File: src/rtl/not_alu_pkg.sv
// not_alu shared package: slice width and the ALU status flag bundle.
// Optional parity output is enabled with NOT_ALU_PARITY_EN.
package not_alu_pkg;

    localparam int NOT_ALU_WIDTH = 32;

    typedef struct packed {
        logic of;
        logic cary;
        logic eq;
    } not_alu_flags_t;

endpackage

File: src/rtl/not_alu_flag_gen.sv
// not_alu flag generator: status flags derived from the complemented value.
// Parity output present only when NOT_ALU_PARITY_EN is defined.
module not_alu_flag_gen
    import not_alu_pkg::*;
#(
    parameter int WIDTH = NOT_ALU_WIDTH
) (
    input  logic [WIDTH-1:0] i_s,
`ifdef NOT_ALU_PARITY_EN
    output logic             o_par,
`endif
    output not_alu_flags_t   o_flags
);

    // NOT has no carry-out or signed overflow; eq flags an all-zero result
    always_comb begin
        o_flags      = '0;
        o_flags.of   = 1'b0;
        o_flags.cary = 1'b0;
        o_flags.eq   = (i_s == '0);
    end

`ifdef NOT_ALU_PARITY_EN
    // Even/odd parity of the result word
    always_comb begin
        o_par = ^i_s;
    end
`endif

endmodule

File: src/rtl/not_alu.sv
// not_alu: registered bitwise-complement ALU slice with status flags.
// Define NOT_ALU_PARITY_EN to add the registered parity output par.
module not_alu
    import not_alu_pkg::*;
#(
    parameter int WIDTH = NOT_ALU_WIDTH
) (
    input  logic             clk,
    input  logic             rst_n,
    input  logic             in_valid,
    input  logic [WIDTH-1:0] a,
    output logic             out_valid,
    output logic [WIDTH-1:0] s,
    output logic             of,
    output logic             cary,
`ifdef NOT_ALU_PARITY_EN
    output logic             par,
`endif
    output logic             eq
);

    logic [WIDTH-1:0] w_s;
    not_alu_flags_t   w_flags;
    logic [WIDTH-1:0] r_s;
    not_alu_flags_t   r_flags;
    logic             r_valid;

    // Invert the operand; no sign or width extension
    always_comb begin
        w_s = ~a;
    end

`ifdef NOT_ALU_PARITY_EN
    logic w_par;
    logic r_par;
`endif

    not_alu_flag_gen #(
        .WIDTH   (WIDTH)
    ) u_flag_gen (
        .i_s     (w_s),
`ifdef NOT_ALU_PARITY_EN
        .o_par   (w_par),
`endif
        .o_flags (w_flags)
    );

    // Result registers: capture on in_valid, hold otherwise; reset wins
    always_ff @(posedge clk) begin
        if (!rst_n) begin
            r_valid <= 1'b0;
            r_s     <= '0;
            r_flags <= '0;
        end else begin
            r_valid <= in_valid;
            if (in_valid) begin
                r_s     <= w_s;
                r_flags <= w_flags;
            end
        end
    end

`ifdef NOT_ALU_PARITY_EN
    // Parity register follows the same capture/hold rule as the result
    always_ff @(posedge clk) begin
        if (!rst_n) begin
            r_par <= 1'b0;
        end else if (in_valid) begin
            r_par <= w_par;
        end
    end

    assign par = r_par;
`endif

    assign out_valid = r_valid;
    assign s         = r_s;
    assign of        = r_flags.of;
    assign cary      = r_flags.cary;
    assign eq        = r_flags.eq;

endmodule

File: config.mk
export PLATFORM = sky130hd
export DESIGN_NAME = not_alu
export DESIGN_NICKNAME = d
export VERILOG_FILES = /design/src/rtl/not_alu_pkg.sv /design/src/rtl/not_alu_flag_gen.sv /design/src/rtl/not_alu.sv
export SDC_FILE = /design/constraint.sdc
export NUM_CORES = 1
export LEC_CHECK = 0
export ABC_AREA = 1
export CAP_MARGIN = 25
export CORE_MARGIN = 2
export CORE_UTILIZATION = 39
export CTS_CLUSTER_SIZE = 12
export DETAILED_ROUTE_END_ITERATION = 16
export GPL_ROUTABILITY_DRIVEN = 0
export MAX_ROUTING_LAYER = met4
export PLACE_DENSITY = 0.78
export SETUP_SLACK_MARGIN = 0.15
export SLEW_MARGIN = 20
export SYNTH_ARGS = -nofsm -noshare
export SYNTH_HDL_FRONTEND = slang
export SYNTH_SLANG_ARGS = --single-unit
File: constraint.sdc
create_clock -name clk -period 1 [get_ports clk]
set_clock_uncertainty 0.1 [all_clocks]
set_input_delay 0.2 -clock clk [delete_from_list [all_inputs] [get_ports clk]]
set_output_delay 0.2 -clock clk [all_outputs]
set_load 0.05 [all_outputs]
==> results of run 1 <==
-- repair_timing --
action / 4_1_cts / 5_1_grt
setup buffers: 14 / 3
cloned: 1 / 0
resized for setup: 4 / 29
pin swaps: 0 / 10
setup endpoints to repair: 68 / 49
endpoints found under the hold margin: 0 / 3
-- cell families (layout without fill, tap and decap cells) --
logic type | after synthesis | in the layout
compound gates | 64 | 64
buf+inv | 19 | 126
flops | 34 | 34
simple gates | 30 | 30
other cells | 1 | 2
-- sequential cells by signal, summed over array words and instances (netlist names) --
register	flops
out_valid	1
eq	1
s	32
-- metrics by stage --
stage           util  setup slack (ns)  TNS [ns]  instance area [um2]
6_report       0.867            -0.148     -4.74                 2960
3_5_place_dp   0.774            -0.503    -10.81                 2650
5_1_grt        0.867            -0.193     -6.35                 2960
4_1_cts        0.832            -0.160     -4.86                 2840
2_1_floorplan      -             0.135         0                 1460
3_3_place_gp   0.774            -0.439    -10.00                 2650
-- routing by layer --
metal / track usage / vias to the layer above
met5: - / -
met1: 0.279 / 681
li1: - / 720
met3: 0.0616 / 8
met4: 0.0824 / 0
met2: 0.388 / 49
-- worst paths after layout --
check | from | to | slack [ns] | cells past startpoint
worst max-delay path | s[16] | s[16] | -0.15 | 1
worst min-delay path | a[23] | s[23] | -0.02 | 2
worst max register to register | s[9] | s[9] | 0.04 | 4
worst min register to register | s[14] | s[14] | 0.42 | 2
-- cell usage in the layout, fill, tap and decap left out, drive strengths merged --
master	synthesis	layout
dfxtp	34	34
dlymetal6s2s	0	7
clkbuf	0	8
clkdlybuf4s50	0	25
nand2	18	18
nand4	2	2
conb	1	2
inv	7	7
nor2	9	9
a21oi	32	32
o21ai	32	32
clkinv	0	1
nand3	1	1
buf	12	78
-- power breakdown --
part	total [mW]	internal [mW]	switching, mW	leakage (nW)
Clock	0.786	0.341	0.445	0.0353
Sequential	1.56	1.46	0.102	0.294
Combinational	1.32	0.682	0.636	0.942
Total	3.66	2.48	1.18	1.27
-- layout make-up --
type / count / share of cell area
timing repair buffer: 111 / 0.485
sequential: 34 / 0.249
multi-input combinational: 96 / 0.217
tap: 46 / 0.0194
clock buffer: 7 / 0.0186
inverter: 7 / 0.00888
clock inverter: 1 / 0.00169
==> flow_metrics.tcl, run 1 <==
set metrics [dict create \
    status "complete, but fails checks" \
    violations "negative hold slack, negative setup slack" \
    crit_chain "buf_12" \
    hold_ws_ns -0.0188 \
    area_delta_synth_final_pct 110 \
    die-area_um2 4110 \
    yosys.area_share.adder 0 \
    grt_pass1_wl_mm 7.22 \
    final-hold-violation-count 2 \
    hold_class "input pin to flip-flop" \
    grt_overflow 0 \
    core_area_um2 3420 \
    synth_commonest_cells "34 x dfxtp_1, 20 x a21oi_2, 20 x o21ai_2" \
    rows 21 \
    synth_compound_area_frac 0.334 \
    start_util 0.413 \
    synth_xor_area_frac 0 \
    root_buffer "clkbuf_4" \
    synth_flop_cell "dfxtp_1" \
    routed.top_layer "met4" \
    critPathArrivalTime_ns 0.85 \
    synth-async-reset-ratio 0 \
    fmax_mhz 871 \
    die_y_um 64.1 \
    register_area_um2 738 \
    final_nets 290 \
    cp-end-kind "output port" \
    synth-edff-count 0 \
    clk_pin_slew_ns 0.10 \
    worst_setup_path_start_kind "flip-flop" \
    yosys.area.top_type "dfxtp_1" \
    wl_met2_mm 2.58 \
    finalMaxSlewViolations 0 \
    rsz0062_at_grt "yes" \
    netlist_instances 148 \
    drtIter0Drc 84 \
    cts-buffers-inserted 5 \
    critPathMaxStageDelay_ns 0.37 \
    drc 0 \
    worstSkewPairLatency_ns 0.33 \
    min_period_over_period 1.15 \
    dr.pass1.iters 4 \
    dpl.hpwl_mm 3.09 \
    wl_met3_um 217 \
    ios 71 \
    track_usage 0.235 \
    netlist-cell-type-count 16 \
    avgRoutedWirePerCell_um 15.4 \
    clock_path_buffers 2 \
    vdd.ir_drop.worst_mv 1.36 \
    p_total_mw 3.66 \
    drtAntennaViolNets 0 \
    p_leak_nw 1.27 \
    vias_per_cell 4.83 \
    synth_top_area_frac 0.483 \
    die_w_um 64.1 \
    cap_viol_max_count 0 \
    htree_num_levels 2 \
    synth-seq-area-share 0.483 \
    dpl.cell_count 276 \
    multi_input_area_um2 643 \
    setup_violations 35 \
    cp_slowest_cell "dfxtp_4" \
    crit_family "flip-flops" \
    grt_max_degree 34 \
    synth_most_common_cell "dfxtp_1" \
    avgSynthCellArea_um2 9.53 \
    yosys_warnings 0 \
    num_antenna_cells 0 \
    postCtsHoldBufs 0 \
    io_buffers 68 \
    antenna_found_initial 0 \
    critPathMaxFanout 2 \
    synthSimpleGateAreaFrac 0.0843 \
    clock-sinks 34 \
    worst_slack_ns -0.148 \
    worst-path-buf-inv 1 \
    vias 1458 \
    ys_seq_elements 34 \
    required_ns 0.70 \
    fin_crit_ns 1.15 \
    power-per-cell-area_nw_per_um2 1240 \
    totalWireLength_mm 4.66 \
    synth_top_family_by_area "compound AO/OA/AOI/OAI gates" \
    crit_type "flip-flop to output port" \
    cts_tree "built" \
    final_layout_size_suffix_gt1_frac 0.641 \
    yosys-top-cells-area "dfxtp_1 48%, a21oi_2 12%, o21ai_2 12%" \
    wl_met1_mm 1.77 \
    fin_cells 302 \
    grt_pass1_vias 1486 \
    synth.area.mux_share 0 \
    syn_area_um2 1410 \
    nFillCells 163 \
]
Note: power is estimated with default switching activity, not from simulation.
==> run 2, diff against run 1 <==
--- a/config.mk
+++ b/config.mk
@@ -8,12 +8,12 @@
 export ABC_AREA = 1
 export CAP_MARGIN = 25
 export CORE_MARGIN = 2
-export CORE_UTILIZATION = 39
+export CORE_UTILIZATION = 35
 export CTS_CLUSTER_SIZE = 12
 export DETAILED_ROUTE_END_ITERATION = 16
 export GPL_ROUTABILITY_DRIVEN = 0
 export MAX_ROUTING_LAYER = met4
-export PLACE_DENSITY = 0.78
+export PLACE_DENSITY = 0.72
 export SETUP_SLACK_MARGIN = 0.15
 export SLEW_MARGIN = 20
 export SYNTH_ARGS = -nofsm -noshare
==> run 2 against run 1 <==
Effect of this change: the flow finishes with violations (negative setup slack); highest routed layer unchanged; critical path type unchanged; flip-flop and latch count unchanged; sequential share of layout area grew 0.19 points; power grew 2.4%; clock power increased by 19%; maximum frequency increased by 5.5%; clock-buffer cell count is the same.
==> flow_metrics.tcl, run 2 (same netlist as run 1, synthesis figures left out) <==
set metrics [dict create \
    status "complete, but fails checks" \
    violations "negative setup slack" \
    cts_tree "built" \
    worst_slack_ns -0.0884 \
    multi_input_area_um2 614 \
    drc 0 \
    placed_cell_area_um2 2660 \
    final_nets 296 \
    critPathArrivalTime_ns 0.79 \
    final_common_cell "buf_4" \
    grt_max_degree 38 \
    vdd.ir_drop.worst_mv 0.945 \
    vias 1395 \
    track_usage 0.196 \
    cts-buffers-inserted 5 \
    die_y_um 67.5 \
    fin_cells 311 \
    critPathMaxFanout 2 \
    totalWireLength_mm 3.78 \
    dr.pass1.iters 4 \
    power-per-cell-area_nw_per_um2 1280 \
    die-area_um2 4550 \
    crit_start "s[3]" \
    hold_start "a[1]" \
    rr_startpoint "s[3]" \
    clock-sinks 34 \
    area_delta_synth_final_pct 108 \
    register_area_um2 736 \
    mostFrequentLayoutCells "41 x buf_4, 36 x buf_12, 29 x dfxtp_2" \
    grt_pass1_wl_mm 6.42 \
    final-hold-violation-count 0 \
    avgRoutedWirePerCell_um 12.1 \
    htree_num_levels 2 \
    rows 23 \
    grt_overflow 0 \
    dpl.hpwl_mm 2.75 \
    crit_family "flip-flops" \
    rsz0062_at_grt "yes" \
    start_util 0.358 \
    drtIter0Drc 53 \
    hold_class "input pin to flip-flop" \
    setup_violations 35 \
    worst_setup_path_start_kind "flip-flop" \
    grt_pass1_vias 1395 \
    core_area_um2 3940 \
    vias_per_cell 4.49 \
    p_leak_nw 1.29 \
    crit_type "flip-flop to output port" \
    cap_viol_max_count 0 \
    postLayoutCoreUtil 0.743 \
    nFillCells 286 \
    final_layout_size_suffix_gt1_frac 0.636 \
    dpl.cell_count 284 \
    cp_slowest_cell "dfxtp_2" \
    antenna_found_initial 0 \
    io_buffers 68 \
    root_buffer "clkbuf_8" \
    clk_pin_slew_ns 0.06 \
    drtAntennaViolNets 0 \
    ios 71 \
    clock_path_buffers 2 \
    worst-path-buf-inv 1 \
    min_period_over_period 1.09 \
    die_w_um 67.5 \
    p_total_mw 3.75 \
    crit_chain "buf_12" \
    worstSkewPairLatency_ns 0.28 \
    fin_area_um2 2930 \
    fmax_mhz 919 \
    num_antenna_cells 0 \
    critPathMaxStageDelay_ns 0.37 \
    hold_ws_ns 0.0315 \
    required_ns 0.70 \
    fin_crit_ns 1.09 \
    finalMaxSlewViolations 0 \
    largest_reg_flops 32 \
    cp-end-kind "output port" \
]
-- run 2: cell types whose count changed in the layout (fill, tap and decap cells not counted), moves of 3 or more --
cell	delta
clkbuf_8	+4
clkdlybuf4s50_1	-16
buf_4	+9
dlymetal6s2s_1	-3
dlygate4sd2_1	+19
clkbuf_4	-5
-- run 2: through the flow --
stage / worst slack (ns) / TNS [ns]
2_1_floorplan: 0.135 / 0
6_report: -0.0884 / -2.30
5_1_grt: -0.116 / -3.28
3_3_place_gp: -0.409 / -1.86
3_5_place_dp: -0.421 / -2.07
4_1_cts: -0.0954 / -2.71
-- run 2: worst paths after layout --
check	cells past startpoint	end	slack [ns]
worst max-delay path	1	s[3]	-0.09
worst min-delay path	2	s[1]	0.03
worst max register to register	4	s[3]	0.06
worst min register to register	2	eq	0.39
-- run 2: final cells by class --
class	count	area share
timing repair buffer	117	0.482
sequential	34	0.251
multi-input combinational	96	0.210
clock buffer	7	0.0261
tap	50	0.0214
inverter	7	0.00897
-- run 2: layer usage --
metal | global-route usage | share of wire | vias up
met3 | 0.0650 | 0.072 | 8
met4 | 0.0867 | 0.023 | 0
li1 | - | - | 723
met5 | - | 0 | -
met2 | 0.317 | 0.48 | 47
met1 | 0.219 | 0.43 | 617
-- run 2: repair_timing --
item                                    4_1_cts  5_1_grt
resized for setup                            22       16
endpoints found under the setup margin       35       49
setup buffers                                19        1
pin swaps                                    11       10
hold buffers                                  0        0
-- run 2: report_power, final --
part,total (mW),internal [mW],switching (mW)
logic,1.26,0.653,0.605
registers,1.56,1.46,0.0968
clock network,0.935,0.479,0.456
-- run 2: worst reg2reg max path, stage by stage, from the launching register on --
cell and delay (ns):
dfxtp_2 0.34, buf_6 0.11, buf_6 0.10, o21ai_2 0.13, a21oi_2 0.04
==> run 3, diff against run 2 <==
--- a/config.mk
+++ b/config.mk
@@ -6,8 +6,8 @@
 export NUM_CORES = 1
 export LEC_CHECK = 0
 export ABC_AREA = 1
+export ABC_CLOCK_PERIOD_IN_PS = 1000
 export CAP_MARGIN = 25
-export CORE_MARGIN = 2
 export CORE_UTILIZATION = 35
 export CTS_CLUSTER_SIZE = 12
 export DETAILED_ROUTE_END_ITERATION = 16
==> run 3 against run 2 <==
Effect of this change: the flow still finishes with violations (negative setup slack); highest routed layer unchanged; sequential power hardly changed; sequential share of layout area fell by 0.48 points; power rose by 3.0%; combinational power about the same; maximum frequency up 0.14%.
==> flow_metrics.tcl, run 3 (same netlist as run 1, synthesis figures left out) <==
set metrics [dict create \
    status "complete, but fails checks" \
    violations "negative setup slack" \
    start_util 0.374 \
    grt_pass1_wl_mm 6.76 \
    htree_num_levels 2 \
    dr.pass1.iters 4 \
    required_ns 0.70 \
    dp_slack_ns -0.482 \
    cp-end-kind "output port" \
    ios 71 \
    crit_chain "buf_12" \
    final_nets 291 \
    io_buffers 68 \
    track_usage 0.220 \
    root_buffer "clkbuf_8" \
    worst_slack_ns -0.0870 \
    drc 0 \
    register_area_um2 736 \
    clock-sinks 34 \
    largest_reg_flops 32 \
    critPathMaxFanout 2 \
    worst-path-buf-inv 1 \
    cts-buffers-inserted 5 \
    nFillCells 231 \
    holdPathEnd "s[23]" \
    vias 1448 \
    grt_pass1_vias 1446 \
    area_delta_synth_final_pct 112 \
    vias_per_cell 4.75 \
    final_layout_size_suffix_gt1_frac 0.654 \
    worstSkewPairLatency_ns 0.27 \
    core_area_um2 3770 \
    hold_ws_ns 0.0352 \
    critPathMaxStageDelay_ns 0.37 \
    dpl.hpwl_mm 2.86 \
    fin_crit_ns 1.09 \
    hold_start "a[23]" \
    power-per-cell-area_nw_per_um2 1290 \
    totalWireLength_mm 4.18 \
    p_leak_nw 1.35 \
    min_period_over_period 1.09 \
    fmax_mhz 920 \
    cp_slowest_cell "dfxtp_2" \
    vdd.ir_drop.worst_mv 1.01 \
    timing.rr.end "s[10]" \
    die_w_um 65.5 \
    die_y_um 65.5 \
    drtAntennaViolNets 0 \
    avgRoutedWirePerCell_um 13.7 \
    crit_type "flip-flop to output port" \
    clk_pin_slew_ns 0.07 \
    r2r_slack_ns 0.05 \
    setup_violations 35 \
    multi_input_area_um2 631 \
    rr_startpoint "s[10]" \
    cts_tree "built" \
    critPathArrivalTime_ns 0.79 \
    mostFrequentLayoutCells "37 x buf_12, 33 x buf_4, 29 x dfxtp_2" \
    rsz0062_at_grt "yes" \
    rows 22 \
    crit_family "flip-flops" \
    final_common_cell "buf_12" \
    grt_overflow 0 \
    final-hold-violation-count 0 \
    hold_depth 2 \
    finalMaxSlewViolations 0 \
    cap_viol_max_count 0 \
    antenna_found_initial 0 \
    die-area_um2 4290 \
    clock_path_buffers 2 \
    rr_worst_depth 4 \
    num_antenna_cells 0 \
    hold_class "input pin to flip-flop" \
    grt_max_degree 34 \
    worst_setup_path_start_kind "flip-flop" \
    drtIter0Drc 34 \
]
==> run 3: changes by cell type in the layout (fill, tap and decap cells not counted), moves of 2 or more <==
| cell | delta |
|---|---|
| nor2_1 | -2 |
| dlymetal6s2s_1 | +8 |
| a21oi_2 | +2 |
| dlygate4sd2_1 | -3 |
| a21oi_1 | -2 |
| buf_4 | -8 |
| clkdlybuf4s50_1 | -5 |
| nor2_2 | +2 |
==> run 3: timing repair <==
item,4_1_cts,5_1_grt
endpoints found under the hold margin,0,0
endpoints found under the setup margin,68,49
pin swaps,4,14
setup buffers,15,4
hold buffers,0,0
gates cloned,1,0
resized for setup,22,31
==> run 3: routing by layer <==
metal | up-vias | GRT usage | wire, um
met3 | 9 | 0.0538 | 218
met5 | - | - | 0
met4 | 0 | 0.0924 | 98
li1 | 716 | - | -
met1 | 679 | 0.237 | 1640
met2 | 44 | 0.383 | 2220
==> run 3: worst max path at each step <==
stage | from | end | slack, ns | cells past startpoint
2_1_floorplan | s[29] | s[29] | 0.13 | 2
3_3_place_gp | a[11] | eq | -0.42 | 7
3_5_place_dp | a[2] | eq | -0.48 | 7
4_1_cts | eq | eq | -0.1 | 1
5_1_grt | a[17] | eq | -0.13 | 5
6_report | s[6] | s[6] | -0.09 | 1
==> run 3: per-stage QoR <==
stage | TNS (ns) | instances | total power, mW | area (um2) | utilization
detailed placement | -11.53 | 277 | 2.79 | 2640 | 0.700
CTS | -2.90 | 301 | 3.88 | 2870 | 0.760
global placement | -10.04 | 277 | 2.76 | 2640 | 0.700
floorplan | 0 | 149 | 2.12 | 1460 | -
finish | -2.48 | 305 | 3.86 | 2990 | 0.792
global route | -3.34 | 305 | 4.02 | 2990 | 0.792
==> run 3: worst register-to-register path, cell delays in order, from the launching register on <==
cell	delay [ns]
dfxtp_2	0.34
buf_6	0.11
buf_6	0.11
o21ai_4	0.14
a21oi_2	0.04
==> run 3: layout make-up <==
cell class | instances | area share
repair buffers | 112 | 0.483
flip-flops and latches | 34 | 0.246
multi-input cells | 96 | 0.211
clock buffers | 7 | 0.0289
well taps | 48 | 0.0201
inverters | 7 | 0.00880
clock inverters | 1 | 0.00168
==> run 3: power by group <==
part	switching (mW)	internal, mW
clock	0.470	0.555
combinational	0.621	0.658
sequential	0.100	1.46
